## config.mk

```make
export PLATFORM = sky130hd
export DESIGN_NAME = cla128_operand_sequencer_flat
export DESIGN_NICKNAME = d
export VERILOG_FILES = /design/src/rtl/cla128_operand_sequencer_if.sv /design/src/rtl/cla128_operand_sequencer.sv /design/src/flat_wrapper.sv
export SDC_FILE = /design/constraint.sdc
export NUM_CORES = 1
export LEC_CHECK = 0
export ABC_AREA = 1
export CAP_MARGIN = 40
export CORE_ASPECT_RATIO = 0.75
export CORE_MARGIN = 8
export CORE_UTILIZATION = 48
export DETAILED_ROUTE_END_ITERATION = 12
export GPL_ROUTABILITY_DRIVEN = 0
export GPL_TIMING_DRIVEN = 0
export HOLD_SLACK_MARGIN = 0.08
export PLACE_DENSITY = 0.78
export SLEW_MARGIN = 20
export SYNTH_ARGS = -nofsm -noshare
export SYNTH_HDL_FRONTEND = slang
export SYNTH_SLANG_ARGS = --single-unit
```

## constraint.sdc

```tcl
create_clock -name clk -period 2.5 [get_ports clk]
set_clock_uncertainty 0.1 [all_clocks]
set_input_delay 0.25 -clock clk [delete_from_list [all_inputs] [get_ports clk]]
set_output_delay 0.25 -clock clk [all_outputs]
set_load 0.02 [all_outputs]
```

## src/rtl/cla128_operand_sequencer_if.sv

```systemverilog
// ---------------------------------------------------------------------------
// cla128_operand_sequencer_if
//   Bus bundle for cla128_operand_sequencer: operand input stream, the
//   connection to the external 128-bit CLA adder, and the result stream.
//
//   Signals:
//     in_valid / in_ready / in_data[31:0] / in_cin   operand word stream
//     add_a[127:0] / add_b[127:0] / add_cin          operands to the adder
//     add_s[127:0] / add_cout                        sum from the adder
//     out_valid / out_ready / out_data[31:0]         result word stream
//     out_last / out_cout                            last-word flag, carry
//     out_ovf (only with CLA_SEQ_SIGNED_OVF_EN)      signed overflow flag
//
//   Modports:
//     master : the sequencer side
//     slave  : the environment (upstream, adder, downstream)
//
//   Optional feature macro: CLA_SEQ_SIGNED_OVF_EN
// ---------------------------------------------------------------------------
interface cla128_operand_sequencer_if;
    logic         in_valid;
    logic         in_ready;
    logic [31:0]  in_data;
    logic         in_cin;
    logic [127:0] add_a;
    logic [127:0] add_b;
    logic         add_cin;
    logic [127:0] add_s;
    logic         add_cout;
    logic         out_valid;
    logic         out_ready;
    logic [31:0]  out_data;
    logic         out_last;
    logic         out_cout;
`ifdef CLA_SEQ_SIGNED_OVF_EN
    logic         out_ovf;
`endif

    modport master (
        input  in_valid, in_data, in_cin, add_s, add_cout, out_ready,
        output in_ready, add_a, add_b, add_cin, out_valid, out_data,
`ifdef CLA_SEQ_SIGNED_OVF_EN
        output out_ovf,
`endif
        output out_last, out_cout
    );

    modport slave (
        output in_valid, in_data, in_cin, add_s, add_cout, out_ready,
        input  in_ready, add_a, add_b, add_cin, out_valid, out_data,
`ifdef CLA_SEQ_SIGNED_OVF_EN
        input  out_ovf,
`endif
        input  out_last, out_cout
    );
endinterface

```

## src/rtl/cla128_operand_sequencer.sv

```systemverilog
// ---------------------------------------------------------------------------
// cla128_operand_sequencer
//   Collects two 128-bit operands as eight 32-bit words (A words 0-3, then
//   B words 4-7, LSW first), presents them to an external 128-bit CLA adder,
//   waits ADD_WAIT cycles, captures the sum and carry-out, and streams the
//   sum back as four 32-bit words (LSW first).
//
//   Parameters:
//     ADD_WAIT  cycles spent in ADD before the sum is captured (1..15)
//
//   Ports:
//     clk    rising-edge clock
//     rst_n  synchronous active-low reset
//     bus    cla128_operand_sequencer_if.master (operand, adder, result)
//
//   Optional feature macro: CLA_SEQ_SIGNED_OVF_EN adds bus.out_ovf, the
//   captured signed-overflow flag, valid with out_last.
// ---------------------------------------------------------------------------
module cla128_operand_sequencer #(
    parameter int unsigned ADD_WAIT = 1
) (
    input  logic                             clk,
    input  logic                             rst_n,
    cla128_operand_sequencer_if.master       bus
);

    typedef enum logic [1:0] {
        LOAD = 2'd0,
        ADD  = 2'd1,
        SEND = 2'd2
    } state_t;

    localparam logic [3:0] WAIT_INIT = 4'(ADD_WAIT - 1);

    state_t       r_state;
    state_t       w_next_state;
    logic [2:0]   r_wcnt;
    logic [3:0]   r_wait;
    logic [127:0] r_a;
    logic [127:0] r_b;
    logic         r_cin;
    logic [127:0] r_res;
    logic         r_cout;
`ifdef CLA_SEQ_SIGNED_OVF_EN
    logic         r_ovf;
`endif

    logic         w_in_ready;
    logic         w_out_valid;
    logic         w_out_last;
    logic [31:0]  w_out_data;
    logic         w_in_fire;
    logic         w_out_fire;

    assign w_in_fire  = bus.in_valid & w_in_ready;
    assign w_out_fire = w_out_valid & bus.out_ready;

    // Next-state and handshake outputs
    always_comb begin
        w_next_state = r_state;
        w_in_ready   = 1'b0;
        w_out_valid  = 1'b0;
        w_out_last   = 1'b0;
        w_out_data   = '0;
        case (r_state)
            LOAD: begin
                w_in_ready = 1'b1;
                if (bus.in_valid && (r_wcnt == 3'd7))
                    w_next_state = ADD;
            end
            ADD: begin
                if (r_wait == 4'd0)
                    w_next_state = SEND;
            end
            SEND: begin
                w_out_valid = 1'b1;
                w_out_last  = (r_wcnt[1:0] == 2'd3);
                w_out_data  = r_res[{r_wcnt[1:0], 5'd0} +: 32];
                if (bus.out_ready && (r_wcnt[1:0] == 2'd3))
                    w_next_state = LOAD;
            end
            default: w_next_state = LOAD;
        endcase
    end

    always_ff @(posedge clk) begin
        if (!rst_n) begin
            r_state <= LOAD;
            r_wcnt  <= '0;
            r_wait  <= '0;
            r_a     <= '0;
            r_b     <= '0;
            r_cin   <= 1'b0;
            r_res   <= '0;
            r_cout  <= 1'b0;
`ifdef CLA_SEQ_SIGNED_OVF_EN
            r_ovf   <= 1'b0;
`endif
        end else begin
            r_state <= w_next_state;
            case (r_state)
                LOAD: begin
                    if (w_in_fire) begin
                        // Counter bit 2 selects B, bits 1:0 the 32-bit slice
                        if (r_wcnt[2])
                            r_b[{r_wcnt[1:0], 5'd0} +: 32] <= bus.in_data;
                        else
                            r_a[{r_wcnt[1:0], 5'd0} +: 32] <= bus.in_data;
                        if (r_wcnt == 3'd0)
                            r_cin <= bus.in_cin;
                        if (r_wcnt == 3'd7) begin
                            r_wcnt <= '0;
                            r_wait <= WAIT_INIT;
                        end else begin
                            r_wcnt <= r_wcnt + 3'd1;
                        end
                    end
                end
                ADD: begin
                    if (r_wait == 4'd0) begin
                        r_res  <= bus.add_s;
                        r_cout <= bus.add_cout;
`ifdef CLA_SEQ_SIGNED_OVF_EN
                        r_ovf  <= (r_a[127] == r_b[127]) && (bus.add_s[127] != r_a[127]);
`endif
                    end else begin
                        r_wait <= r_wait - 4'd1;
                    end
                end
                SEND: begin
                    if (w_out_fire)
                        r_wcnt <= (r_wcnt[1:0] == 2'd3) ? 3'd0 : r_wcnt + 3'd1;
                end
                default: ;
            endcase
        end
    end

    assign bus.in_ready  = w_in_ready;
    assign bus.out_valid = w_out_valid;
    assign bus.out_data  = w_out_data;
    assign bus.out_last  = w_out_last;
    assign bus.out_cout  = w_out_last ? r_cout : 1'b0;
`ifdef CLA_SEQ_SIGNED_OVF_EN
    assign bus.out_ovf   = w_out_last ? r_ovf : 1'b0;
`endif
    assign bus.add_a     = r_a;
    assign bus.add_b     = r_b;
    assign bus.add_cin   = r_cin;

endmodule

```

## src/flat_wrapper.sv

```systemverilog
// flat-port wrapper written by rule: the top's interface ports become plain ports
module cla128_operand_sequencer_flat 
#(
    parameter int unsigned ADD_WAIT = 1
)
  (clk, rst_n, bus_in_valid, bus_in_data, bus_in_cin, bus_add_s, bus_add_cout, bus_out_ready, bus_in_ready, bus_add_a, bus_add_b, bus_add_cin, bus_out_valid, bus_out_data, bus_out_last, bus_out_cout);
  cla128_operand_sequencer_if bus_i ();
  input  logic clk;
  input  logic rst_n;
  input wire logic [$bits(bus_i.in_valid)-1:0] bus_in_valid;
  input wire logic [$bits(bus_i.in_data)-1:0] bus_in_data;
  input wire logic [$bits(bus_i.in_cin)-1:0] bus_in_cin;
  input wire logic [$bits(bus_i.add_s)-1:0] bus_add_s;
  input wire logic [$bits(bus_i.add_cout)-1:0] bus_add_cout;
  input wire logic [$bits(bus_i.out_ready)-1:0] bus_out_ready;
  output wire logic [$bits(bus_i.in_ready)-1:0] bus_in_ready;
  output wire logic [$bits(bus_i.add_a)-1:0] bus_add_a;
  output wire logic [$bits(bus_i.add_b)-1:0] bus_add_b;
  output wire logic [$bits(bus_i.add_cin)-1:0] bus_add_cin;
  output wire logic [$bits(bus_i.out_valid)-1:0] bus_out_valid;
  output wire logic [$bits(bus_i.out_data)-1:0] bus_out_data;
  output wire logic [$bits(bus_i.out_last)-1:0] bus_out_last;
  output wire logic [$bits(bus_i.out_cout)-1:0] bus_out_cout;
  assign bus_i.in_valid = bus_in_valid;
  assign bus_i.in_data = bus_in_data;
  assign bus_i.in_cin = bus_in_cin;
  assign bus_i.add_s = bus_add_s;
  assign bus_i.add_cout = bus_add_cout;
  assign bus_i.out_ready = bus_out_ready;
  assign bus_in_ready = bus_i.in_ready;
  assign bus_add_a = bus_i.add_a;
  assign bus_add_b = bus_i.add_b;
  assign bus_add_cin = bus_i.add_cin;
  assign bus_out_valid = bus_i.out_valid;
  assign bus_out_data = bus_i.out_data;
  assign bus_out_last = bus_i.out_last;
  assign bus_out_cout = bus_i.out_cout;
  cla128_operand_sequencer #(.ADD_WAIT(ADD_WAIT)) u_core (.clk(clk), .rst_n(rst_n), .bus(bus_i));
endmodule
```

==> run_results.csv <==
group,metric,value,unit
outcome,outcome,"finished, final reports clean",
clock_network,hold_buffers,0,
worst_setup_path,crit_slowest_cell,"dfxtp_2",
die,initial_utilization,48.13,%
power,seqPwrFrac,45.4,%
routing,top_layer,"met5",
die,core.rowCount,59,
global_route,grt_pass1_vias,17380,
logic_synthesis,synth_seq_cells,395,
clock_network,htreeDepth,2,
routing,drtPass1Iterations,6,
logic_synthesis,synthesis.area,16520,sq um
worst_setup_path,path_delay_family,"buffers and inverters",
routing,drc_errors,0,
worst_setup_path,cpPeakStageDelay,0.35,ns
global_route,grt_antenna_before_repair,6,
die,die-area,40680,sq um
layout,finalCoreUtilization,67.71,%
power,power_density,612.0,nW/um^2
sta,setup_viol,0,
power,p_leak,0.009379,uW
power,sw_frac_of_total,26.28,%
worst_setup_path,path_max_fanout,10,
sta,relSlewSlack,44.05,%
logic_synthesis,synth.avg_cell_area,6.649,sq um
routing,drtIter0Drc,2401,
placement,place_ws,-0.8048,ns
layout,finalNonFillerCells,3475,
worst_setup_path,crit_chain,"buf_8 > inv_2 > buf_6 > clkbuf_4 > o21ai_0 > a21oi_1 > clkdlybuf4s15_2",
logic_synthesis,seq_area_frac_synth,47.86,%
routing,wl_met1,29.51,mm
routing,wl_met2,29.88,mm
logic_synthesis,synthDistinctLibCells,22,
power,ir_drop,566.6,uV
sta,fin_ws,0.02213,ns
power,combPwrFrac,12.8,%
power,cellInternalPower,10490,uW
die,ios,459,
worst_setup_path,cp_data_required_time,2.15,ns
clock_network,cts_num_sinks,395,
worst_setup_path,worstSetupEndpointType,"output pin",
sta,final_max_slew_viol_count,0,
worst_setup_path,worstSetupStartpointType,"register",
routing,antenna_left,0,
sta,period_minus_slack,2.478,ns
global_route,grt_overflow,0,
global_route,grt_pass1_wl,102.4,mm
sta,worst_pin_slew,0.8392,ns
logic_synthesis,yosysWarnings,0,
placement,postPlaceCellArea,21670,sq um
hold_path,hp-class,"in -> reg",
placement,hpwl,54.82,mm
clock_network,clk_latency,0.54,ns
logic_synthesis,syn_nets,2660,
clock_network,cts_tree,"done",
routing,vias,18660,
worst_setup_path,arrival,2.13,ns
routing,vias_per_cell,5.370,
die,die_y,176.7,microns
power,p_switching,3739,uW
routing,avgRoutedWirePerCell,20.25,microns
clock_network,clk_pin_slew_worst_paths,0.06,ns
routing,met3_length,7.700,mm
die,coreArea,34330,sq um
sta,max_freq,403.6,MHz
logic_synthesis,netlist_instances,2485,
power,p_total,14220,uW
global_route,grt_max_degree,15,
worst_setup_path,cp_num_buf_inv,5,
sta,min_period_over_period,99.11,%
placement,place_inst,3399,
global_route,gr-usage-all-layers,32.36,%
layout,design_area,23240,sq um
clock_network,cts.path.max_buffers,3,
flow_run,max-cap-violations,0,
layout,syn2layout_area_growth,40.67,%
layout,drive_gt1_share,8.101,%
clock_network,clockRootBuffer,"clkbuf_16",
worst_setup_path,critPathKind,"reg -> out",
power,p_clk_share,41.9,%
die,die_x,230.2,microns
placement,io_buffers,457,
sta,finalHoldViolCount,0,
routing,wl,70.37,mm
clock_network,numCtsBuffers,40,
layout,nNetsFinal,3165,
-- worst paths after layout --
kind,cells after the start,endpoint,startpoint,slack (ns)
worst max-delay path,7,bus_out_data[23],u_core.r_wcnt[0]$_SDFFE_PN0P_,0.02
worst min register to register,2,u_core.bus.add_a[102]$_SDFFE_PN0P_,u_core.bus.add_a[102]$_SDFFE_PN0P_,0.36
worst max register to register,10,u_core.bus.add_a[5]$_SDFFE_PN0P_,u_core.r_wcnt[0]$_SDFFE_PN0P_,0.04
worst min-delay path,5,u_core.bus.add_cin$_SDFFE_PN0P_,bus_in_valid,0.17
-- cells in the mapped netlist --
master    instances  area share [%]
nand2_2           3            0.11
o21ai_1           1           0.030
clkinv_1          2           0.045
nor3b_1           1           0.045
buf_4             1           0.045
inv_2             7            0.16
clkbuf_1        104             2.4
buf_1            14            0.32
ha_1              9            0.68
inv_1           172             3.9
nor2_1          675              15
buf_6             1           0.068
nand3_1          48             1.5
nor2_4            3            0.20
buf_2            46             1.4
o21ai_0         196             5.9
nand2_1         590              13
dfxtp_1         395              48
a21oi_1         194             5.9
nand4_1           6            0.23
nor3_1           16            0.48
o21a_1            1           0.045
-- layer usage --
metal	vias up	global-route usage (%)
li1	8673	-
met1	8776	43.29
met2	1029	48.77
met3	182	9.098
met5	-	0
met4	2	13.49
-- tightest hold or removal path, cell delays in order --
cell and delay, ns:
buf_2 0.17, nand3_1 0.14, nor2_1 0.08, nor2_1 0.08, nor2_1 0.05
-- logic make-up after synthesis --
group                      after synthesis  synth area share, %
and+or+nand+nor                       1342                31.27
DFF                                    395                47.86
AOI/OAI and AO/OA                      392                11.89
buffers and inverters                  347                8.300
adders and majority gates                9               0.6816
-- power groups by stage --
| stage | clock [uW] | combinational, uW | sequential [uW] |
|---|---|---|---|
| 2_1_floorplan | 0 | 733 | 6670 |
| 3_3_place_gp | 0 | 1590 | 6590 |
| 3_5_place_dp | 0 | 1620 | 6590 |
| 4_1_cts | 5960 | 1690 | 6450 |
| 5_1_grt | 6220 | 1940 | 6460 |
| 6_report | 5950 | 1820 | 6450 |
-- final cells by class --
cell class                 instances  area (sq um)
multi-input combinational       1743          7483
inverter                         181         685.7
antenna                            6         15.01
clock inverter                    13         145.1
tap                              457         571.8
buffer                           166         823.3
clock buffer                      51          1104
sequential                       395          7913
timing repair buffer             463          4502
fill                            2957         11080
-- layout by cell type, fill, tap and decap left out, types with 41 or more instances in the layout --
master             n
nor2_1           648
clkbuf_16         41
nand3_1           47
buf_2             63
o21ai_0          196
a21oi_1          192
clkbuf_1          89
nand2_1          585
dfxtp_1          393
clkdlybuf4s50_1  423
inv_1            170
-- state kept, by name, summed over array words and instances, names as in the netlist --
register and cells:
u_core.bus.add_a 128, u_core.bus.add_b 128, u_core.r_res 128, u_core.r_wait 4, u_core.r_wcnt 3, u_core.r_state 2
u_core.bus.add_cin 1, u_core.r_cout 1
-- what timing repair did --
| action | 4_1_cts | 5_1_grt |
|---|---|---|
| setup endpoints to repair | 290 | 240 |
| pin swaps | 1 | 5 |
| gates cloned | 0 | 0 |
| setup buffers | 1 | 5 |
| gates resized for setup | 186 | 89 |
-- metrics by stage --
step	hold slack, ns	TNS [ns]
4_1_cts	0.1267	-0.007178
2_1_floorplan	0.2974	0
5_1_grt	0.2107	-0.03182
6_report	0.1734	0
3_3_place_gp	0.3518	-131.25
3_5_place_dp	0.3550	-143.02
(Power assumes the default switching activity.)
